`config.mk`:
```
export PLATFORM = sky130hd
export DESIGN_NAME = fpga_cmd_rx
export DESIGN_NICKNAME = d
export VERILOG_FILES = /design/src/rtl/fpga_cmd_rx.sv
export SDC_FILE = /design/constraint.sdc
export NUM_CORES = 1
export LEC_CHECK = 0
export CAP_MARGIN = 20
export CORE_MARGIN = 10
export CORE_UTILIZATION = 58
export CTS_CLUSTER_SIZE = 40
export DETAILED_ROUTE_END_ITERATION = 12
export GPL_TIMING_DRIVEN = 0
export PLACE_DENSITY = 0.77
export SLEW_MARGIN = 30
export SYNTH_ARGS = -nofsm -noshare
export SYNTH_HDL_FRONTEND = slang
export SYNTH_SLANG_ARGS = --single-unit
```
`constraint.sdc`:
```
create_clock -name ck_1356meg -period 2.2 [get_ports ck_1356meg]
set_input_delay 0.33 -clock ck_1356meg [delete_from_list [all_inputs] [get_ports ck_1356meg]]
set_output_delay 0.33 -clock ck_1356meg [all_outputs]
set_load 0.01 [all_outputs]
```
`src/rtl/fpga_cmd_rx.sv`:
```
// SPI command receiver: ARM writes configuration frames that are staged as pending and
// applied to the output registers only at safe points (apply_ok), with optional readback.
//
//   state     | meaning
//   ----------+-----------------------------------------------------------
//   ST_IDLE   | chip select high, waiting for a synchronised ncs fall
//   ST_SHIFT  | frame in progress, sampling mosi on synchronised spck rise
//   ST_DECODE | one cycle after ncs rise: check bit count, execute opcode
module fpga_cmd_rx #(
   parameter int NREG    = 4,
   parameter int DATA_W  = 8,
   parameter int FRAME_W = 16
) (
   input  logic                   ck_1356meg,
   input  logic                   rst,
   input  logic                   spck,
   input  logic                   ncs,
   input  logic                   mosi,
   output logic                   miso,
   input  logic                   apply_ok,
   output logic [NREG*DATA_W-1:0] regs,
   output logic [NREG-1:0]        upd,
   output logic                   err_frame
);

   localparam int CNT_W = $clog2(FRAME_W + 2);
   localparam logic [CNT_W-1:0] CNT_FULL = CNT_W'(FRAME_W);
   localparam logic [CNT_W-1:0] CNT_SAT  = CNT_W'(FRAME_W + 1);

   typedef enum logic [1:0] {
      ST_IDLE   = 2'd0,
      ST_SHIFT  = 2'd1,
      ST_DECODE = 2'd2
   } state_t;

   state_t state_q, state_d;

   logic ncs_s1, ncs_s2, ncs_s3;
   logic spck_s1, spck_s2, spck_s3;
   logic mosi_s1, mosi_s2;

   logic [CNT_W-1:0]   cnt;
   logic [FRAME_W-1:0] shreg;
   logic [FRAME_W-1:0] rb_q;
   logic [FRAME_W-1:0] rb_val;
   logic               rb_armed, rb_busy;
   logic [1:0]         settle;
   logic               rx_en;

   logic [DATA_W-1:0]  app_q    [NREG];
   logic [DATA_W-1:0]  pend_val [NREG];
   logic [NREG-1:0]    pend;

   logic               spck_rise, spck_fall, ncs_fall, ncs_rise;
   logic               cs_start, shift_en, dec_ok, dec_bad;
   logic               wr_en, clr_err, rb_load, clr_pend;
   logic [3:0]         opcode;
   logic [DATA_W-1:0]  payload;

   always_ff @(posedge ck_1356meg) begin
      if (rst) begin
         ncs_s1  <= 1'b1;
         ncs_s2  <= 1'b1;
         ncs_s3  <= 1'b1;
         spck_s1 <= 1'b0;
         spck_s2 <= 1'b0;
         spck_s3 <= 1'b0;
         mosi_s1 <= 1'b0;
         mosi_s2 <= 1'b0;
      end else begin
         ncs_s1  <= ncs;
         ncs_s2  <= ncs_s1;
         ncs_s3  <= ncs_s2;
         spck_s1 <= spck;
         spck_s2 <= spck_s1;
         spck_s3 <= spck_s2;
         mosi_s1 <= mosi;
         mosi_s2 <= mosi_s1;
      end
   end

   // rx_en blocks the fake ncs fall seen when reset lands in the middle of a frame
   assign spck_rise = spck_s2 & ~spck_s3;
   assign spck_fall = ~spck_s2 & spck_s3;
   assign ncs_fall  = ~ncs_s2 & ncs_s3 & rx_en;
   assign ncs_rise  = ncs_s2 & ~ncs_s3;

   always_ff @(posedge ck_1356meg) begin
      if (rst) state_q <= ST_IDLE;
      else     state_q <= state_d;
   end

   always_comb begin
      state_d = state_q;
      case (state_q)
         ST_IDLE:   if (ncs_fall) state_d = ST_SHIFT;
         ST_SHIFT:  if (ncs_rise) state_d = ST_DECODE;
         ST_DECODE: state_d = ST_IDLE;
         default:   state_d = ST_IDLE;
      endcase
   end

   always_comb begin
      cs_start = 1'b0;
      shift_en = 1'b0;
      dec_ok   = 1'b0;
      dec_bad  = 1'b0;
      case (state_q)
         ST_IDLE:   cs_start = ncs_fall;
         ST_SHIFT:  shift_en = 1'b1;
         ST_DECODE: begin
            if (cnt == CNT_FULL) dec_ok  = 1'b1;
            else                 dec_bad = 1'b1;
         end
         default: ;
      endcase
   end

   assign opcode   = shreg[FRAME_W-1 -: 4];
   assign payload  = shreg[DATA_W-1:0];
   assign wr_en    = dec_ok && (opcode != 4'h0) && (opcode <= 4'(NREG));
   assign clr_err  = dec_ok && (opcode == 4'hD);
   assign rb_load  = dec_ok && (opcode == 4'hE);
   assign clr_pend = dec_ok && (opcode == 4'hF);

   always_comb begin
      rb_val = '0;
      for (int k = 0; k < NREG; k++) begin
         if (shreg[3:0] == 4'(k)) rb_val[DATA_W-1:0] = app_q[k];
      end
   end

   always_comb begin
      regs = '0;
      for (int k = 0; k < NREG; k++) regs[k*DATA_W +: DATA_W] = app_q[k];
   end

   assign miso = rb_busy & rb_q[FRAME_W-1];

   always_ff @(posedge ck_1356meg) begin
      if (rst) begin
         cnt       <= '0;
         shreg     <= '0;
         rb_q      <= '0;
         rb_armed  <= 1'b0;
         rb_busy   <= 1'b0;
         err_frame <= 1'b0;
         pend      <= '0;
         upd       <= '0;
         settle    <= '0;
         rx_en     <= 1'b0;
         for (int k = 0; k < NREG; k++) begin
            app_q[k]    <= '0;
            pend_val[k] <= '0;
         end
      end else begin
         if (settle != 2'd2) settle <= settle + 2'd1;
         if ((settle == 2'd2) && ncs_s2) rx_en <= 1'b1;

         if (cs_start) begin
            cnt     <= '0;
            shreg   <= '0;
            rb_busy <= rb_armed;
         end else if (shift_en && spck_rise) begin
            shreg <= {shreg[FRAME_W-2:0], mosi_s2};
            if (cnt != CNT_SAT) cnt <= cnt + CNT_W'(1);
         end

         if (shift_en && spck_fall && rb_busy) rb_q <= {rb_q[FRAME_W-2:0], 1'b0};

         for (int k = 0; k < NREG; k++) begin
            upd[k] <= apply_ok && pend[k] && (pend_val[k] != app_q[k]);
            if (apply_ok && pend[k]) begin
               app_q[k] <= pend_val[k];
               pend[k]  <= 1'b0;
            end
         end

         if (dec_bad) err_frame <= 1'b1;
         if (clr_err) err_frame <= 1'b0;

         if ((dec_ok || dec_bad) && rb_busy) begin
            rb_busy  <= 1'b0;
            rb_armed <= 1'b0;
         end
         if (rb_load) begin
            rb_q     <= rb_val;
            rb_armed <= 1'b1;
         end

         // decode writes come after the apply loop so a same-cycle write stays pending
         for (int k = 0; k < NREG; k++) begin
            if (wr_en && (opcode == 4'(k + 1))) begin
               pend_val[k] <= payload;
               pend[k]     <= 1'b1;
            end
         end
         if (clr_pend) pend <= '0;
      end
   end

endmodule

```
==> results by group <==
Timing
  – Final min period: between 2 and 2.5 ns
  – Slew Limit Headroom: between 40% and 50%
  – Setup violations, final: 0
  – Layout Skew: between 0.006 and 0.007 ns
  – Unrepaired setup endpoints after global routing: false
  – Final Hold Fails: 0
  – Final TNS setup: 0 ns
  – Pins Over Slew Limit: 0
  – Max Clock Freq: between 400 and 500 MHz
  – Slew at the pin closest to its max-slew limit: 0.8255 ns
  – Fin crit share: 93.66%

Synth
  – Register area share after synthesis: roughly three fifths
  – Syn Nets: around 500
  – Avg Cell Area, Syn: approximately 11 um2
  – Synth cell types: between 40 and 50
  – Synth Warn #: 0
  – Post-Syn Area: ~5300 um2
  – Synth Instances: about 490
  – Ys async rst share: 0%
  – Post-synth EDFFs: 64
  – Main synth FF type: edfxtp_1
  – FF+latch count, synth: approximately 130

Floorplanning
  – Die Wd: about 120 um
  – Initial Util: approximately three fifths
  – Die area: about 13000 um2
  – Core ar.: 8848 um2
  – I/O pins: 44
  – Die Ht: 116.0 um
  – Rows: 34

Route
  – Final ANT Viol Nets: 0
  – DRT Wirelength: ~12000 um
  – Number of DRC markers in iteration 0: between 300 and 400
  – Routed wl met3: between 800 and 900 um
  – Post-DR vias/cell: ~5.8
  – Wl on met1: ~5300 um
  – Metal2 WL: 6059 um
  – Top Layer Used: met4
  – DRC viols: 0
  – WL/cell: 18.71 um
  – Drt first pass iters: 4
  – Vias post-DR: 3866

Worst setup path
  – Worst Path Arrival: ~2.3 ns
  – Most numerous cell on the critical path: nand2_1
  – Max stage delay on crit path: about 0.38 ns
  – CP endpoint kind: flip-flop
  – Crit Path Category: reg2reg
  – Worst endpoint required time: roughly 2.4 ns
  – Slowest CP cell: nor4_2
  – Crit-path max FO: 8
  – Startpoint types: flip-flop
  – CP cell instances: inv_1, ha_1, nand4bb_1, nor4_2, nand2_1, nand2_1

Clock tree
  – CTS root buffer: clkbuf_8
  – Clock-pin slew on the worst setup and hold paths: roughly 0.06 ns
  – H-tree depth: 4
  – CTS Sinks: 125
  – CTS tree: yes
  – Max Root-Sink Buffers: 2
  – Worst skew pair latency: 0.52 ns
  – Total CTS buffers: 17
  – Hold Buf Count CTS: 0

Final layout
  – Antenna fix cells: 0
  – Fin nets: about 560
  – Core Util, Final: between 70 and 80%
  – Synth-to-Final Area Change: 20.80%
  – Layout cells sized above 1: 10.55%

Placed design
  – Final GP Congestion: 0.8310
  – DP HPWL: 8740 um
  – PortBufs: 42

GRT
  – Initial antenna violation count: 0
  – Global-route wire length before repair: around 20000 um
  – Gr ovfl total: 0
  – Number of global-route vias before repair: approximately 3700
  – Largest net degree at the start of global routing: 17
  – Gr usage total: between 10% and 20%

Power and ir drop
  – Maximum VDD drop: approximately 0.61 mV
  – Pwr Total: between 0.005 and 0.006 W
  – Power per Cell Area: about 830 nW/um2
  – Leakage: between 2 and 3 nW

Worst hold path
  – Hold Crit Class: in2reg

Run status
  – Outcome: finished, final reports clean

Job
  – Max-Cap Viols: 0
## registers in the layout, indices dropped and copies added, names as in the netlist
register,flops
app_q,32
pend_val,32
rb_q,16
shreg,16
cnt,5
pend,4
upd,4
settle,2
state_q,2
err_frame,1
mosi_s1,1
mosi_s2,1
ncs_s1,1
ncs_s2,1
ncs_s3,1
rb_armed,1
rb_busy,1
rx_en,1
spck_s1,1
spck_s2,1
spck_s3,1
## report_power, final
group          internal (W)  switching (W)  total, W
logic              0.000113       0.000150  0.000264
clock network       0.00151        0.00103   0.00254
registers           0.00252      0.0000616   0.00258
total               0.00415        0.00124   0.00538
## synthesized netlist by cell type, drive strengths merged, types with 5 or more instances
cell type,instances,area [um2]
nor4,12,90.09
buf,11,53.80
and2,33,206.5
o21ai,5,25.02
nand2b,7,43.79
nand3,6,30.03
clkbuf,16,60.06
and3,36,225.2
dfxtp,61,1221
edfxtp,64,1922
xor2,36,315.3
inv,5,18.76
a21oi,40,200.2
nor2b,10,62.56
nand2,82,307.8
nor2,13,48.80
mux4,7,157.7
## timing repair
item / CTS / global route
setup buffers: 0 / 0
setup endpoints to repair: 8 / 8
cloned: 0 / 0
resized for setup: 1 / 1
## metrics by stage
| step | worst slack, ns | std cells | hold WS, ns | area [um2] |
|---|---|---|---|---|
| global route | 0.03538 | 667 | 0.3626 | 6459 |
| floorplan | 0.4320 | 485 | 0.3895 | 5346 |
| global placement | -0.07154 | 635 | 0.3925 | 5902 |
| CTS | 0.1312 | 667 | 0.3557 | 6456 |
| finish | 0.1394 | 667 | 0.3677 | 6459 |
| detailed placement | -0.08917 | 635 | 0.3958 | 5902 |
## cell type report
type | instances | area (um2)
buffer | 27 | 113.9
clock buffer | 20 | 466.7
clock inverter | 12 | 81.33
fill | 629 | 2390
inverter | 5 | 18.77
multi-input combinational | 328 | 2079
sequential | 125 | 3143
tap | 108 | 135.1
timing repair buffer | 42 | 420.4
## routing by layer
metal | GRT usage (%) | vias to the layer above
met5 | 0 | -
met2 | 31.13 | 141
met4 | 7.339 | 0
li1 | - | 1827
met3 | 5.271 | 26
met1 | 25.01 | 1872
## critical path, delay by kind of cell, from the launching register on
kind          cells  cell delay, ns
fa+ha+maj         1            0.16
simple gates      4            1.14
flops             1            0.35
buf+inv           1            0.07
## layout by cell type (no fill, tap or decap), types with 2 or more instances in the layout
cell type        instances
a21oi_1                 40
a32oi_1                  2
and2_1                  33
and3_1                  36
buf_2                   10
clkbuf_1                16
clkbuf_16               17
clkbuf_8                 3
clkdlybuf4s50_1         42
clkinv_2                 4
dfxtp_1                 61
edfxtp_1                64
ha_1                     4
inv_1                    4
inv_4                    3
inv_6                    3
mux2i_1                  4
mux4_2                   7
nand2_1                 81
nand2b_1                 7
nand3_1                  6
nand4_1                  2
nand4bb_1                2
nor2_1                  13
nor2b_1                 10
nor3_1                   4
nor4_1                  10
nor4b_1                  3
o211ai_1                 2
o21ai_0                  2
o21ai_1                  3
or2_2                    4
xor2_1                  36
## worst paths after layout
kind	from	slack [ns]	end	cells past startpoint
worst max register to register	cnt[0]	0.14	pend_val[1][0]	6
worst min-delay path	mosi	0.37	mosi_s1	2
worst max-delay path	cnt[0]	0.14	pend_val[1][0]	6
worst min register to register	ncs_s1	0.41	ncs_s2	1
## cells by family after synthesis
logic type	Yosys count	share of synthesized area, %
muxes	12	3.908
and+or+nand+nor	221	22.21
buffers and inverters	32	2.481
adders and majority gates	4	0.9361
AOI/OAI and AO/OA	54	5.617
xor gates and xnor gates	37	6.061
DFF	125	58.79
(Power assumes the default switching activity.)
